===== config.mk =====
export PLATFORM = sky130hd
export DESIGN_NAME = ysyx_23060072_if_stage
export DESIGN_NICKNAME = d
export VERILOG_FILES = /design/src/rtl/ysyx_23060072_if_stage_pkg.sv /design/src/rtl/ysyx_23060072_if_skid.sv /design/src/rtl/ysyx_23060072_if_stage.sv
export SDC_FILE = /design/constraint.sdc
export NUM_CORES = 1
export LEC_CHECK = 0
export CORE_AREA = 2 2 155 157
export DETAILED_ROUTE_END_ITERATION = 12
export DIE_AREA = 0 0 157 159
export SETUP_SLACK_MARGIN = 0.1
export SLEW_MARGIN = 20
export SYNTH_ARGS = -nofsm -noshare
export SYNTH_HDL_FRONTEND = slang
export SYNTH_SLANG_ARGS = --single-unit

===== constraint.sdc =====
create_clock -name clk -period 6.1 [get_ports clk]
set_input_delay 1.22 -clock clk [delete_from_list [all_inputs] [get_ports clk]]
set_output_delay 1.22 -clock clk [all_outputs]
set_load 0.01 [all_outputs]

===== src/rtl/ysyx_23060072_if_stage_pkg.sv =====
// Shared constants, state encoding and helpers for the instruction fetch stage.
package ysyx_23060072_if_stage_pkg;

    localparam logic [31:0] IF_RESET_PC_DEF  = 32'h8000_0000;
    localparam logic [31:0] IF_NOP_INSTR_DEF = 32'h0000_0013;

    typedef enum logic [2:0] {
        IF_IDLE  = 3'd0,
        IF_REQ   = 3'd1,
        IF_RESP  = 3'd2,
        IF_BLOCK = 3'd3,
        IF_DROP  = 3'd4
    } if_state_e;

    typedef struct packed {
        logic [31:0] pc;
        logic [31:0] instr;
    } if_entry_t;

    // Force an address onto a word boundary.
    function automatic logic [31:0] align_word(input logic [31:0] addr);
        return addr & 32'hFFFF_FFFC;
    endfunction

endpackage


===== src/rtl/ysyx_23060072_if_skid.sv =====
// One-entry {pc, instr} holding buffer used while the IF/ID register is stalled.
module ysyx_23060072_if_skid
    import ysyx_23060072_if_stage_pkg::*;
(
    input  logic      clk,
    input  logic      rst,
    input  logic      clear_i,
    input  logic      push_i,
    input  logic      pop_i,
    input  if_entry_t data_i,
    output if_entry_t data_o,
    output logic      valid_o
);

    if_entry_t data_q;
    logic      valid_q;

    // Occupancy: clear beats push, push beats pop (push+pop keeps it full with new data).
    always_ff @(posedge clk) begin
        if (rst) begin
            valid_q <= 1'b0;
        end else if (clear_i) begin
            valid_q <= 1'b0;
        end else if (push_i) begin
            valid_q <= 1'b1;
        end else if (pop_i) begin
            valid_q <= 1'b0;
        end
    end

    // Payload capture on push.
    always_ff @(posedge clk) begin
        if (rst) begin
            data_q <= {32'h0000_0000, 32'h0000_0000};
        end else if (push_i && !clear_i) begin
            data_q <= data_i;
        end
    end

    assign data_o  = data_q;
    assign valid_o = valid_q;

endmodule


===== src/rtl/ysyx_23060072_if_stage.sv =====
// Instruction fetch stage: fetch PC, single-outstanding imem requests,
// redirect handling with stale-response dropping, and the IF/ID register.
module ysyx_23060072_if_stage
    import ysyx_23060072_if_stage_pkg::*;
#(
    parameter logic [31:0] RESET_PC  = IF_RESET_PC_DEF,
    parameter logic [31:0] NOP_INSTR = IF_NOP_INSTR_DEF
) (
    input  logic        clk,
    input  logic        rst,
    input  logic        if_hold_flag_i,
    input  logic        jump_flag_i,
    input  logic [31:0] jump_addr_i,
    input  logic        timer_interrupt_i,
    output logic        imem_req_o,
    output logic [31:0] imem_addr_o,
    input  logic        imem_gnt_i,
    input  logic        imem_rvalid_i,
    input  logic [31:0] imem_rdata_i,
    output logic [31:0] instr_rdata_o,
    output logic [31:0] pc_o,
    output logic        timer_interrupt_o
);

    if_state_e   state_q, state_d;
    logic [31:0] addr_q, addr_d;     // address of the pending/outstanding request
    logic [31:0] tgt_q, tgt_d;       // redirect target used when leaving DROP
    logic        req_q, req_d;
    logic        drop_q, drop_d;     // redirect seen while a request waits for gnt
    logic [31:0] instr_q, instr_d;
    logic [31:0] pc_q, pc_d;
    logic        tmr_q, tmr_d;

    logic [31:0] jump_tgt_s;
    logic        rsp_s, take_s, push_s, pop_s, direct_s, skid_valid_s;
    if_entry_t   skid_in_s, skid_out_s;

    assign jump_tgt_s = align_word(jump_addr_i);
    assign rsp_s      = (state_q == IF_RESP) && imem_rvalid_i;
    assign take_s     = rsp_s && !jump_flag_i;
    assign pop_s      = !jump_flag_i && !if_hold_flag_i && skid_valid_s;
    assign push_s     = take_s && (if_hold_flag_i || skid_valid_s);
    assign direct_s   = take_s && !if_hold_flag_i && !skid_valid_s;
    assign skid_in_s  = '{pc: addr_q, instr: imem_rdata_i};

    ysyx_23060072_if_skid u_skid (
        .clk     (clk),
        .rst     (rst),
        .clear_i (jump_flag_i),
        .push_i  (push_s),
        .pop_i   (pop_s),
        .data_i  (skid_in_s),
        .data_o  (skid_out_s),
        .valid_o (skid_valid_s)
    );

    // State and registered outputs.
    always_ff @(posedge clk) begin
        if (rst) begin
            state_q <= IF_IDLE;
            addr_q  <= RESET_PC;
            tgt_q   <= RESET_PC;
            req_q   <= 1'b0;
            drop_q  <= 1'b0;
            instr_q <= NOP_INSTR;
            pc_q    <= 32'h0000_0000;
            tmr_q   <= 1'b0;
        end else begin
            state_q <= state_d;
            addr_q  <= addr_d;
            tgt_q   <= tgt_d;
            req_q   <= req_d;
            drop_q  <= drop_d;
            instr_q <= instr_d;
            pc_q    <= pc_d;
            tmr_q   <= tmr_d;
        end
    end

    // Next fetch state; a buffered response that cannot drain parks the FSM in BLOCK.
    always_comb begin
        state_d = state_q;
        case (state_q)
            IF_IDLE: begin
                state_d = IF_REQ;
            end
            IF_REQ: begin
                if (imem_gnt_i) begin
                    state_d = (jump_flag_i || drop_q) ? IF_DROP : IF_RESP;
                end else begin
                    state_d = IF_REQ;
                end
            end
            IF_RESP: begin
                if (imem_rvalid_i) begin
                    if (jump_flag_i) begin
                        state_d = IF_REQ;
                    end else if (push_s) begin
                        state_d = IF_BLOCK;
                    end else begin
                        state_d = IF_REQ;
                    end
                end else if (jump_flag_i) begin
                    state_d = IF_DROP;
                end else begin
                    state_d = IF_RESP;
                end
            end
            IF_BLOCK: begin
                if (jump_flag_i || !skid_valid_s || pop_s) begin
                    state_d = IF_REQ;
                end else begin
                    state_d = IF_BLOCK;
                end
            end
            IF_DROP: begin
                if (imem_rvalid_i) begin
                    state_d = IF_REQ;
                end else begin
                    state_d = IF_DROP;
                end
            end
            default: begin
                state_d = IF_IDLE;
            end
        endcase
    end

    // Request address, redirect target and drop flag for the next cycle.
    always_comb begin
        addr_d = addr_q;
        drop_d = drop_q;
        req_d  = (state_d == IF_REQ);
        if (jump_flag_i) begin
            tgt_d = jump_tgt_s;
        end else begin
            tgt_d = tgt_q;
        end
        case (state_q)
            IF_IDLE, IF_BLOCK: begin
                if (jump_flag_i) begin
                    addr_d = jump_tgt_s;
                end else begin
                    addr_d = addr_q;
                end
            end
            IF_REQ: begin
                if (imem_gnt_i) begin
                    drop_d = 1'b0;
                end else if (jump_flag_i) begin
                    drop_d = 1'b1;
                end else begin
                    drop_d = drop_q;
                end
            end
            IF_RESP: begin
                if (imem_rvalid_i) begin
                    addr_d = jump_flag_i ? jump_tgt_s : (addr_q + 32'd4);
                end else begin
                    addr_d = addr_q;
                end
            end
            IF_DROP: begin
                if (imem_rvalid_i) begin
                    addr_d = jump_flag_i ? jump_tgt_s : tgt_q;
                end else begin
                    addr_d = addr_q;
                end
            end
            default: begin
                addr_d = addr_q;
            end
        endcase
    end

    // IF/ID load: redirect bubble, hold, skid drain, direct response, else bubble.
    always_comb begin
        instr_d = instr_q;
        pc_d    = pc_q;
        tmr_d   = tmr_q;
        if (jump_flag_i) begin
            instr_d = NOP_INSTR;
            tmr_d   = 1'b0;
        end else if (if_hold_flag_i) begin
            instr_d = instr_q;
        end else if (skid_valid_s) begin
            instr_d = skid_out_s.instr;
            pc_d    = skid_out_s.pc;
            tmr_d   = timer_interrupt_i;
        end else if (direct_s) begin
            instr_d = imem_rdata_i;
            pc_d    = addr_q;
            tmr_d   = timer_interrupt_i;
        end else begin
            instr_d = NOP_INSTR;
            tmr_d   = 1'b0;
        end
    end

    assign imem_req_o        = req_q;
    assign imem_addr_o       = addr_q;
    assign instr_rdata_o     = instr_q;
    assign pc_o              = pc_q;
    assign timer_interrupt_o = tmr_q;

endmodule


==> results of run 1 <==
[state kept, by name (all words and copies together) (netlist names)]
| name | cells |
|---|---|
| timer_interrupt_o | 1 |
| u_skid.valid_o | 1 |
| state_q | 3 |
| tgt_q | 32 |
| imem_req_o | 1 |
| imem_addr_o | 32 |
| pc_o | 32 |
| u_skid.data_o | 64 |
| drop_q | 1 |
| instr_rdata_o | 32 |
[metal layers]
| metal | track usage | wire length (um) |
|---|---|---|
| met5 | 0 | 0 |
| met4 | 0.0609 | 465 |
| met3 | 0.0406 | 1650 |
| met2 | 0.341 | 12500 |
| met1 | 0.310 | 12700 |
[worst min-delay path: cells and delay by family, from the launching register on]
family | cells | cell delay (ns)
AO/OA/AOI/OAI | 1 | 0.05
flip-flops | 1 | 0.31
AND/OR/NAND/NOR | 1 | 0.05
[how the worst max path moves through the flow]
stage,depth (start not counted),to,start
after CTS,6,u_skid.data_o[8],imem_rvalid_i
after detailed placement,6,u_skid.data_o[19],imem_rvalid_i
after floorplan,8,u_skid.data_o[0],jump_flag_i
final,6,u_skid.data_o[14],imem_rvalid_i
after global placement,6,u_skid.data_o[18],imem_rvalid_i
after global routing,6,u_skid.data_o[15],imem_rvalid_i
[cells by family (layout without fill, tap and decap cells)]
family | count (synthesis) | in the layout | share of synthesized area
buf+inv | 108 | 223 | 0.0479
fa+ha+maj | 1 | 1 | 0.00136
flops | 199 | 199 | 0.433
simple gates | 435 | 435 | 0.227
compound gates | 303 | 303 | 0.218
mux | 52 | 52 | 0.0568
xor+xnor | 16 | 16 | 0.0152
[final cells by class]
type	instances	area, um2	area share
clock buffers	17	425	0.0367
clock inverters	15	183	0.0157
inverters	9	33.8	0.00291
multi-input cells	807	4790	0.413
flip-flops and latches	199	3990	0.344
well taps	319	399	0.0344
repair buffers	182	1780	0.154
[layout by cell type (no fill, tap or decap), types with 15 or more instances in the layout]
cell and n:
a211oi_1 33, nor2_1 77, nand2_1 185, a221oi_1 37
o211ai_1 17, buf_4 16, clkdlybuf4s50_1 163, o21ai_0 29
dfxtp_1 198, a31oi_1 15, clkbuf_16 17, mux2i_1 51
a21oi_1 109, nor2b_1 43, nand3_1 22, nor3_1 40
[where the power goes]
part	total, mW	switching, mW	internal, mW
clock	1.16	0.569	0.589
combinational	0.351	0.185	0.166
sequential	1.40	0.0615	1.34
==> run_summary.xml, run 1 <==
<?xml version="1.0" encoding="UTF-8"?>
<metrics>
  <group name="run_status">
    <metric name="outcome" unit="">finished, final reports clean</metric>
  </group>
  <group name="grt">
    <metric name="global_route.usage.total" unit="">0.219</metric>
    <metric name="maximum_number_of_pins_on_one_net_before_global_route_repair" unit="">80</metric>
    <metric name="grt_antenna_before_repair" unit="">0</metric>
    <metric name="grt_pass1_wl" unit="um">43900</metric>
    <metric name="first_global_vias" unit="">7883</metric>
    <metric name="grt-ovfl-total" unit="">0</metric>
  </group>
  <group name="synthesis">
    <metric name="synth_nets" unit="">1186</metric>
    <metric name="ys_top_cells_by_count" unit="">199 x dfxtp_1, 185 x nand2_1, 109 x a21oi_1</metric>
    <metric name="post_synth.cell_area_avg" unit="um2">8.25</metric>
    <metric name="synth_cell_types" unit="">67</metric>
    <metric name="synthTopCellsByArea" unit="">dfxtp_1 43%, nand2_1 7.6%, a21oi_1 5.9%</metric>
    <metric name="synth_largest_area_cell" unit="">dfxtp_1</metric>
    <metric name="synth.cell_area" unit="um2">9190</metric>
    <metric name="synth_enable_flop_cells" unit="">0</metric>
    <metric name="postSynthCellCount" unit="">1114</metric>
    <metric name="ys_ff_latch" unit="">199</metric>
    <metric name="ys_seq_area_frac" unit="">0.433</metric>
    <metric name="yosys.cell_count.top_type" unit="">dfxtp_1</metric>
    <metric name="yosysWarningCount" unit="">0</metric>
    <metric name="synthDominantCellAreaShare" unit="">0.433</metric>
    <metric name="ys_async_rst_share" unit="">0</metric>
    <metric name="yosys_most_used_dff" unit="">dfxtp_1</metric>
  </group>
  <group name="run">
    <metric name="drv_cap" unit="">0</metric>
  </group>
  <group name="floorplanning">
    <metric name="fp.dieW" unit="um">157</metric>
    <metric name="initial_utilization" unit="">0.396</metric>
    <metric name="die-area" unit="um2">25000</metric>
    <metric name="row_count" unit="">56</metric>
    <metric name="chipHeight" unit="um">159</metric>
    <metric name="floorplan.io_pins" unit="">169</metric>
    <metric name="fp.coreArea" unit="um2">23200</metric>
  </group>
  <group name="worst_setup_path">
    <metric name="worst_r2r_startpoint" unit="">state_q[1]</metric>
    <metric name="worst_setup_path_end_kind" unit="">flop</metric>
    <metric name="cp_data_required_time" unit="ns">6.47</metric>
    <metric name="critical_path.cell_chain" unit="">clkdlybuf4s50_1, o21ai_0, or2_2, buf_4, nand2_1, a21oi_1</metric>
    <metric name="critical_path.reg2reg.endpoint" unit="">u_skid.data_o[5]</metric>
    <metric name="cp_max_fo" unit="">33</metric>
    <metric name="r2r_setup_slack" unit="ns">3.53</metric>
    <metric name="worstPathBufferInverterCount" unit="">2</metric>
    <metric name="setup.worst_path.start_class" unit="">input pin</metric>
    <metric name="critPathArrivalTime" unit="ns">3.64</metric>
    <metric name="slowest_stage" unit="">or2_2</metric>
    <metric name="critPathMaxStageDelay" unit="ns">0.69</metric>
    <metric name="r2r.worst_path.cells" unit="">6</metric>
    <metric name="critical_setup_path_class" unit="">in2reg</metric>
    <metric name="critPathTopFamily" unit="">buffers and inverters</metric>
  </group>
  <group name="power">
    <metric name="peakVddDrop" unit="mV">0.151</metric>
    <metric name="leakage" unit="nW">3.78</metric>
    <metric name="power.total" unit="mW">2.91</metric>
    <metric name="power_density" unit="nW/um2">251</metric>
  </group>
  <group name="layout">
    <metric name="fillCellCount" unit="">2235</metric>
    <metric name="post-route-cell-area" unit="um2">11600</metric>
    <metric name="antenna_cells_inserted" unit="">0</metric>
    <metric name="fin_cells" unit="">1548</metric>
    <metric name="drive_above_1_share" unit="">0.0553</metric>
    <metric name="area.growth.synth_to_final" unit="%">26.3</metric>
    <metric name="layout.nets" unit="">1288</metric>
    <metric name="layout.core_utilization" unit="">0.500</metric>
  </group>
  <group name="sta">
    <metric name="fmax" unit="GHz">0.305</metric>
    <metric name="final_critical_path_setup_slack" unit="ns">2.83</metric>
    <metric name="timing.final.hold_violations" unit="">0</metric>
    <metric name="clock-skew-final" unit="ns">0.0115</metric>
    <metric name="maxSlewHeadroom" unit="">0.296</metric>
    <metric name="unrepaired_setup_endpoints_after_global_routing" unit="">false</metric>
    <metric name="setup_total_negative_slack" unit="ns">0</metric>
    <metric name="layout_worst_path_cycle_share" unit="">0.537</metric>
    <metric name="period_minus_slack" unit="ns">3.27</metric>
    <metric name="timing_worst_slew_pin_value" unit="ns">1.05</metric>
    <metric name="setup_viol_count_final" unit="">0</metric>
    <metric name="timing.final.max_slew_violations" unit="">0</metric>
    <metric name="worst_hold_slack" unit="ns">0.455</metric>
  </group>
  <group name="clocking">
    <metric name="cts_max_path_buffers" unit="">2</metric>
    <metric name="cts.htree.levels" unit="">4</metric>
    <metric name="clockRootBuffer" unit="">clkbuf_16</metric>
    <metric name="cts_tree" unit="">done</metric>
    <metric name="postCtsSetupRepairBufs" unit="">0</metric>
    <metric name="cts_num_sinks" unit="">199</metric>
    <metric name="total_of_cells_resized_after_clock_tree_synthesis" unit="">0</metric>
    <metric name="latest_clock_arrival_within_the_worst_skew_pair" unit="ns">0.44</metric>
    <metric name="cts_inserted_buffers" unit="">17</metric>
    <metric name="hold_buffers" unit="">0</metric>
    <metric name="clk_pin_slew_worst_paths" unit="ns">0.08</metric>
  </group>
  <group name="placement">
    <metric name="buffer_ports.inserted" unit="">166</metric>
    <metric name="post-place-cells" unit="">1516</metric>
    <metric name="post-place-ws" unit="ns">2.35</metric>
    <metric name="detailed_place_hpwl" unit="um">17500</metric>
    <metric name="globalplace.congestion" unit="">0.835</metric>
    <metric name="instance_area_at_placement" unit="um2">11000</metric>
  </group>
  <group name="routing">
    <metric name="route.detailed.wl_per_inst" unit="um">17.7</metric>
    <metric name="drt_pre_antenna_iters" unit="">6</metric>
    <metric name="drt-initial-drc-count" unit="">735</metric>
    <metric name="ant_nets" unit="">0</metric>
    <metric name="routed_wl" unit="um">27300</metric>
    <metric name="detailroute.via_count" unit="">8493</metric>
    <metric name="viasPerCell" unit="">5.49</metric>
    <metric name="remaining_drc_errors" unit="">0</metric>
  </group>
  <group name="hold_path">
    <metric name="min_path_type" unit="">reg2reg</metric>
    <metric name="hold_path.startpoint" unit="">u_skid.data_o[36]</metric>
    <metric name="whs_endpoint" unit="">u_skid.data_o[36]</metric>
    <metric name="whs_path_depth" unit="">2</metric>
  </group>
</metrics>
No activity file was read; power rests on OpenSTA's default activity.
==> run 2: changes to the inputs <==
- clock period: 6.1 -> 3.4 ns (I/O delays scaled with it)
==> run 2 against run 1 <==
Net effect: hold slack worse by 0.00056 ns; wire length is 0.23% lower; critical endpoint is now u_skid.data_o[9]; via count is 1.9% higher; sequential power is 79% higher; combinational power is 85% higher; critical path depth stayed put; cell count is 1.2% higher; critical path type is now reg2reg; total power is 78% higher; clock power is 72% higher; die area stayed put; largest cell class unchanged.
==> run_summary.xml, run 2 (same netlist as run 1, synthesis figures left out) <==
<?xml version="1.0" encoding="UTF-8"?>
<metrics>
  <group name="floorplanning">
    <metric name="die-area" unit="um2">25000</metric>
    <metric name="initial_utilization" unit="">0.396</metric>
    <metric name="floorplan.io_pins" unit="">169</metric>
    <metric name="chipHeight" unit="um">159</metric>
    <metric name="fp.coreArea" unit="um2">23200</metric>
    <metric name="fp.dieW" unit="um">157</metric>
    <metric name="row_count" unit="">56</metric>
  </group>
  <group name="clocking">
    <metric name="hold_buffers" unit="">0</metric>
    <metric name="postCtsSetupRepairBufs" unit="">0</metric>
    <metric name="cts_max_path_buffers" unit="">2</metric>
    <metric name="clk_pin_slew_worst_paths" unit="ns">0.08</metric>
    <metric name="latest_clock_arrival_within_the_worst_skew_pair" unit="ns">0.44</metric>
    <metric name="cts_num_sinks" unit="">199</metric>
    <metric name="cts_tree" unit="">done</metric>
    <metric name="clockRootBuffer" unit="">clkbuf_16</metric>
    <metric name="total_of_cells_resized_after_clock_tree_synthesis" unit="">0</metric>
    <metric name="cts.htree.levels" unit="">4</metric>
    <metric name="cts_inserted_buffers" unit="">17</metric>
  </group>
  <group name="sta">
    <metric name="setup_total_negative_slack" unit="ns">0</metric>
    <metric name="layout_worst_path_cycle_share" unit="">0.731</metric>
    <metric name="clock-skew-final" unit="ns">0.0161</metric>
    <metric name="maxSlewHeadroom" unit="">0.348</metric>
    <metric name="setup_viol_count_final" unit="">0</metric>
    <metric name="timing.final.hold_violations" unit="">0</metric>
    <metric name="worst_hold_slack" unit="ns">0.454</metric>
    <metric name="timing_worst_slew_pin_value" unit="ns">0.978</metric>
    <metric name="timing.final.max_slew_violations" unit="">0</metric>
    <metric name="period_minus_slack" unit="ns">2.49</metric>
    <metric name="fmax" unit="GHz">0.402</metric>
    <metric name="unrepaired_setup_endpoints_after_global_routing" unit="">false</metric>
  </group>
  <group name="worst_setup_path">
    <metric name="critical_path.cell_chain" unit="">nor2_2, nand2_1, or2_2, buf_4, nand2_1, a21oi_1</metric>
    <metric name="critical_setup_path_class" unit="">reg2reg</metric>
    <metric name="setup.worst_path.start_class" unit="">flop</metric>
    <metric name="slowest_stage" unit="">nor2_2</metric>
    <metric name="cp_data_required_time" unit="ns">3.68</metric>
    <metric name="critPathMaxStageDelay" unit="ns">0.54</metric>
    <metric name="critPathArrivalTime" unit="ns">2.77</metric>
    <metric name="worst_setup_path_end_kind" unit="">flop</metric>
    <metric name="crit_top_cell" unit="">nand2_1</metric>
    <metric name="cp_max_fo" unit="">35</metric>
    <metric name="r2r.worst_path.cells" unit="">6</metric>
  </group>
  <group name="grt">
    <metric name="first_global_vias" unit="">7794</metric>
    <metric name="grt_antenna_before_repair" unit="">1</metric>
    <metric name="maximum_number_of_pins_on_one_net_before_global_route_repair" unit="">83</metric>
    <metric name="grt-ovfl-total" unit="">0</metric>
    <metric name="grt_pass1_wl" unit="um">43500</metric>
    <metric name="global_route.usage.total" unit="">0.217</metric>
  </group>
  <group name="run">
    <metric name="drv_cap" unit="">0</metric>
  </group>
  <group name="routing">
    <metric name="remaining_drc_errors" unit="">0</metric>
    <metric name="viasPerCell" unit="">5.53</metric>
    <metric name="routed_wl" unit="um">27300</metric>
    <metric name="route.detailed.wl_per_inst" unit="um">17.4</metric>
    <metric name="ant_nets" unit="">0</metric>
    <metric name="detail_route.wirelength.met1" unit="um">12600</metric>
    <metric name="drt-initial-drc-count" unit="">658</metric>
    <metric name="routed.top_layer" unit="">met5</metric>
    <metric name="drt_pre_antenna_iters" unit="">5</metric>
    <metric name="met2_wirelength_from_detailed_routing" unit="um">12200</metric>
    <metric name="met3_wl_post_dr" unit="um">1950</metric>
    <metric name="detailroute.via_count" unit="">8655</metric>
  </group>
  <group name="power">
    <metric name="switching_power" unit="mW">1.47</metric>
    <metric name="p_clk_frac" unit="">0.388</metric>
    <metric name="seq_power_share" unit="">0.486</metric>
    <metric name="power_frac_comb" unit="">0.126</metric>
    <metric name="internal-power" unit="mW">3.70</metric>
    <metric name="power.switching_fraction" unit="">0.284</metric>
    <metric name="peakVddDrop" unit="mV">0.282</metric>
    <metric name="power_density" unit="nW/um2">441</metric>
    <metric name="leakage" unit="nW">3.85</metric>
  </group>
  <group name="layout">
    <metric name="layout.nets" unit="">1306</metric>
    <metric name="layout.core_utilization" unit="">0.505</metric>
    <metric name="drive_above_1_share" unit="">0.0682</metric>
    <metric name="antenna_cells_inserted" unit="">0</metric>
    <metric name="fillCellCount" unit="">2242</metric>
    <metric name="ff_latch_area" unit="um2">3990</metric>
    <metric name="area.growth.synth_to_final" unit="%">27.4</metric>
    <metric name="largest_register_ffs" unit="">64</metric>
    <metric name="layout_common_cells" unit="">198 x dfxtp_1, 185 x nand2_1, 163 x clkdlybuf4s50_1, 109 x a21oi_1, 77 x nor2_1</metric>
    <metric name="multiInputGateArea" unit="um2">4790</metric>
    <metric name="commonest_non_fill_non_tap_cell_in_the_layout" unit="">dfxtp_1</metric>
  </group>
  <group name="placement">
    <metric name="globalplace.congestion" unit="">0.847</metric>
    <metric name="buffer_ports.inserted" unit="">166</metric>
    <metric name="detailed_place_hpwl" unit="um">18400</metric>
  </group>
  <group name="hold_path">
    <metric name="whs_path_depth" unit="">2</metric>
    <metric name="min_path_type" unit="">reg2reg</metric>
  </group>
  <group name="run_status">
    <metric name="outcome" unit="">finished, final reports clean</metric>
  </group>
</metrics>
==> run 2: worst paths after layout <==
path | start | endpoint | slack, ns
setup / recovery | state_q[0] | u_skid.data_o[9] | 0.91
hold / removal | u_skid.data_o[52] | u_skid.data_o[52] | 0.45
setup reg to reg | state_q[0] | u_skid.data_o[9] | 0.91
hold reg to reg | u_skid.data_o[52] | u_skid.data_o[52] | 0.45
==> run 2: area by class of cell <==
type / instances / area share
clock inverters: 15 / 0.0139
well taps: 319 / 0.0341
clock buffers: 17 / 0.0363
inverters: 9 / 0.00288
multi-input cells: 807 / 0.409
repair buffers: 200 / 0.164
flip-flops and latches: 199 / 0.340
==> run 2: stage by stage <==
stage	setup WS (ns)	total power, mW	std cells	cell area, um2
6_report	0.914	5.17	1566	11700
2_1_floorplan	1.20	2.88	1114	9190
3_3_place_gp	0.534	3.21	1534	11100
5_1_grt	0.726	5.37	1566	11700
4_1_cts	0.962	5.21	1566	11700
3_5_place_dp	0.506	3.21	1534	11100
==> run 2: critical path: cells and delay by family (launching register included) <==
family	cells	cell delay [ns]
compound gates	1	0.06
buf+inv	1	0.26
flops	1	0.40
simple gates	4	1.58
==> run 2: metal layers <==
layer  vias to the layer above  track usage
li1                       4250            -
met1                      4071        0.311
met2                       296        0.325
met3                        36       0.0493
met4                         2       0.0642
met5                         -            0
==> run 2: power by group through the flow <==
stage / logic, mW / clock network [mW] / registers, mW
global route: 0.709 / 2.13 / 2.53
CTS: 0.649 / 2.05 / 2.51
floorplan: 0.344 / 0 / 2.54
detailed placement: 0.646 / 0 / 2.57
global placement: 0.642 / 0 / 2.56
finish: 0.649 / 2.00 / 2.51
==> run 3: changes to the inputs <==
- clock period: 3.4 -> 2.5 ns (I/O delays scaled with it)
==> run 3 against run 2 <==
Net effect: core utilization grew 1.2 points; critical path depth down 1; total power grew 37%; wire length rose by 0.83%; global-route usage rose by 0.077 points; fmax rose by 15%; die area stayed put.
==> run_summary.xml, run 3 (same netlist as run 1, synthesis figures left out) <==
<?xml version="1.0" encoding="UTF-8"?>
<metrics>
  <group name="routing">
    <metric name="drt-initial-drc-count" unit="">569</metric>
    <metric name="viasPerCell" unit="">5.43</metric>
    <metric name="route.detailed.wl_per_inst" unit="um">17.3</metric>
    <metric name="ant_nets" unit="">0</metric>
    <metric name="routed_wl" unit="um">27500</metric>
    <metric name="detailroute.via_count" unit="">8656</metric>
    <metric name="drt_pre_antenna_iters" unit="">5</metric>
    <metric name="remaining_drc_errors" unit="">0</metric>
  </group>
  <group name="grt">
    <metric name="grt-ovfl-total" unit="">0</metric>
    <metric name="first_global_vias" unit="">7964</metric>
    <metric name="maximum_number_of_pins_on_one_net_before_global_route_repair" unit="">82</metric>
    <metric name="grt_antenna_before_repair" unit="">0</metric>
    <metric name="global_route.usage.total" unit="">0.218</metric>
    <metric name="grt_pass1_wl" unit="um">43600</metric>
  </group>
  <group name="clocking">
    <metric name="cts_inserted_buffers" unit="">17</metric>
    <metric name="clockRootBuffer" unit="">clkbuf_16</metric>
    <metric name="cts_max_path_buffers" unit="">2</metric>
    <metric name="cts.htree.levels" unit="">4</metric>
    <metric name="cts_num_sinks" unit="">199</metric>
    <metric name="latest_clock_arrival_within_the_worst_skew_pair" unit="ns">0.44</metric>
    <metric name="cts_tree" unit="">done</metric>
    <metric name="clk_pin_slew_worst_paths" unit="ns">0.07</metric>
  </group>
  <group name="worst_setup_path">
    <metric name="critPathMaxStageDelay" unit="ns">0.72</metric>
    <metric name="critPathArrivalTime" unit="ns">2.51</metric>
    <metric name="worstPathBufferInverterCount" unit="">2</metric>
    <metric name="setup.worst_path.start_class" unit="">flop</metric>
    <metric name="critical_path.cell_chain" unit="">clkinv_1, buf_4, o2bb2ai_1, o21ai_0, a221oi_1</metric>
    <metric name="worst_setup_path_end_kind" unit="">flop</metric>
    <metric name="cp_data_required_time" unit="ns">2.85</metric>
    <metric name="slowest_stage" unit="">dfxtp_1</metric>
    <metric name="cp_max_fo" unit="">17</metric>
    <metric name="critical_setup_path_class" unit="">reg2reg</metric>
    <metric name="critPathTopFamily" unit="">flip-flops</metric>
  </group>
  <group name="floorplanning">
    <metric name="die-area" unit="um2">25000</metric>
    <metric name="initial_utilization" unit="">0.396</metric>
    <metric name="fp.coreArea" unit="um2">23200</metric>
    <metric name="row_count" unit="">56</metric>
    <metric name="fp.dieW" unit="um">157</metric>
    <metric name="chipHeight" unit="um">159</metric>
    <metric name="floorplan.io_pins" unit="">169</metric>
  </group>
  <group name="sta">
    <metric name="fmax" unit="GHz">0.461</metric>
    <metric name="unrepaired_setup_endpoints_after_global_routing" unit="">false</metric>
    <metric name="timing_worst_slew_pin_value" unit="ns">0.864</metric>
    <metric name="timing.final.max_slew_violations" unit="">0</metric>
    <metric name="maxSlewHeadroom" unit="">0.424</metric>
    <metric name="setup_total_negative_slack" unit="ns">0</metric>
    <metric name="timing.final.hold_violations" unit="">0</metric>
    <metric name="period_minus_slack" unit="ns">2.17</metric>
    <metric name="layout_worst_path_cycle_share" unit="">0.867</metric>
    <metric name="clock-skew-final" unit="ns">0.0107</metric>
    <metric name="setup_viol_count_final" unit="">0</metric>
  </group>
  <group name="placement">
    <metric name="globalplace.congestion" unit="">0.866</metric>
    <metric name="instance_area_at_placement" unit="um2">11400</metric>
    <metric name="detailed_place_hpwl" unit="um">18800</metric>
    <metric name="post-place-cells" unit="">1561</metric>
    <metric name="buffer_ports.inserted" unit="">166</metric>
  </group>
  <group name="layout">
    <metric name="drive_above_1_share" unit="">0.0887</metric>
    <metric name="fin_cells" unit="">1593</metric>
    <metric name="ff_latch_area" unit="um2">3990</metric>
    <metric name="area.growth.synth_to_final" unit="%">30.4</metric>
    <metric name="fillCellCount" unit="">2176</metric>
    <metric name="layout_common_cells" unit="">198 x dfxtp_1, 185 x nand2_1, 163 x clkdlybuf4s50_1, 109 x a21oi_1, 77 x nor2_1</metric>
    <metric name="commonest_non_fill_non_tap_cell_in_the_layout" unit="">dfxtp_1</metric>
    <metric name="post-route-cell-area" unit="um2">12000</metric>
    <metric name="multiInputGateArea" unit="um2">4790</metric>
    <metric name="layout.core_utilization" unit="">0.517</metric>
    <metric name="antenna_cells_inserted" unit="">0</metric>
    <metric name="largest_register_ffs" unit="">64</metric>
    <metric name="layout.nets" unit="">1333</metric>
  </group>
  <group name="run">
    <metric name="drv_cap" unit="">0</metric>
  </group>
  <group name="run_status">
    <metric name="outcome" unit="">finished, final reports clean</metric>
  </group>
  <group name="power">
    <metric name="peakVddDrop" unit="mV">0.440</metric>
    <metric name="power.total" unit="mW">7.10</metric>
    <metric name="leakage" unit="nW">4.01</metric>
    <metric name="power_density" unit="nW/um2">593</metric>
  </group>
  <group name="hold_path">
    <metric name="min_path_type" unit="">in2reg</metric>
  </group>
</metrics>
run 3: per-layer routing:
metal,track usage,part of all wire,up-vias
met3,0.0403,0.054,43
met1,0.309,0.47,4045
met5,0,0,-
li1,-,-,4310
met2,0.331,0.44,258
met4,0.0776,0.027,0
run 3: what timing repair did:
| action | CTS | global route |
|---|---|---|
| buffers inserted | 0 | 0 |
| hold buffers | 0 | 0 |
| setup endpoints to repair | 0 | 1 |
| resized for setup | 0 | 1 |
run 3: layout make-up:
cell class,count,share of cell area
Multi-Input combinational cell,807,0.400
Timing Repair Buffer,227,0.182
Sequential cell,199,0.333
Clock buffer,18,0.0367
Tap cell,319,0.0333
Inverter,9,0.00282
Clock inverter,14,0.0125
run 3: power by group:
| group | internal, mW | total (mW) | switching [mW] |
|---|---|---|---|
| sequential | 3.27 | 3.37 | 0.102 |
| combinational | 0.468 | 0.985 | 0.517 |
| clock | 1.36 | 2.75 | 1.39 |
| total | 5.10 | 7.10 | 2.00 |
run 3: path summary, 6_finish.rpt:
path | startpoint | end | slack (ns) | cells past startpoint
worst min-delay path | rst | imem_addr_o[18] | 0.39 | 2
worst max register to register | state_q[2] | imem_addr_o[23] | 0.33 | 5
worst min register to register | u_skid.data_o[60] | u_skid.data_o[60] | 0.46 | 2
worst max-delay path | state_q[2] | imem_addr_o[23] | 0.33 | 5
run 3: stage by stage:
step / setup slack, ns / hold slack, ns
3_5_place_dp: 0.0364 / 0.446
3_3_place_gp: 0.0409 / 0.441
2_1_floorplan: 0.472 / 0.430
6_report: 0.333 / 0.390
5_1_grt: 0.183 / 0.404
4_1_cts: 0.288 / 0.370
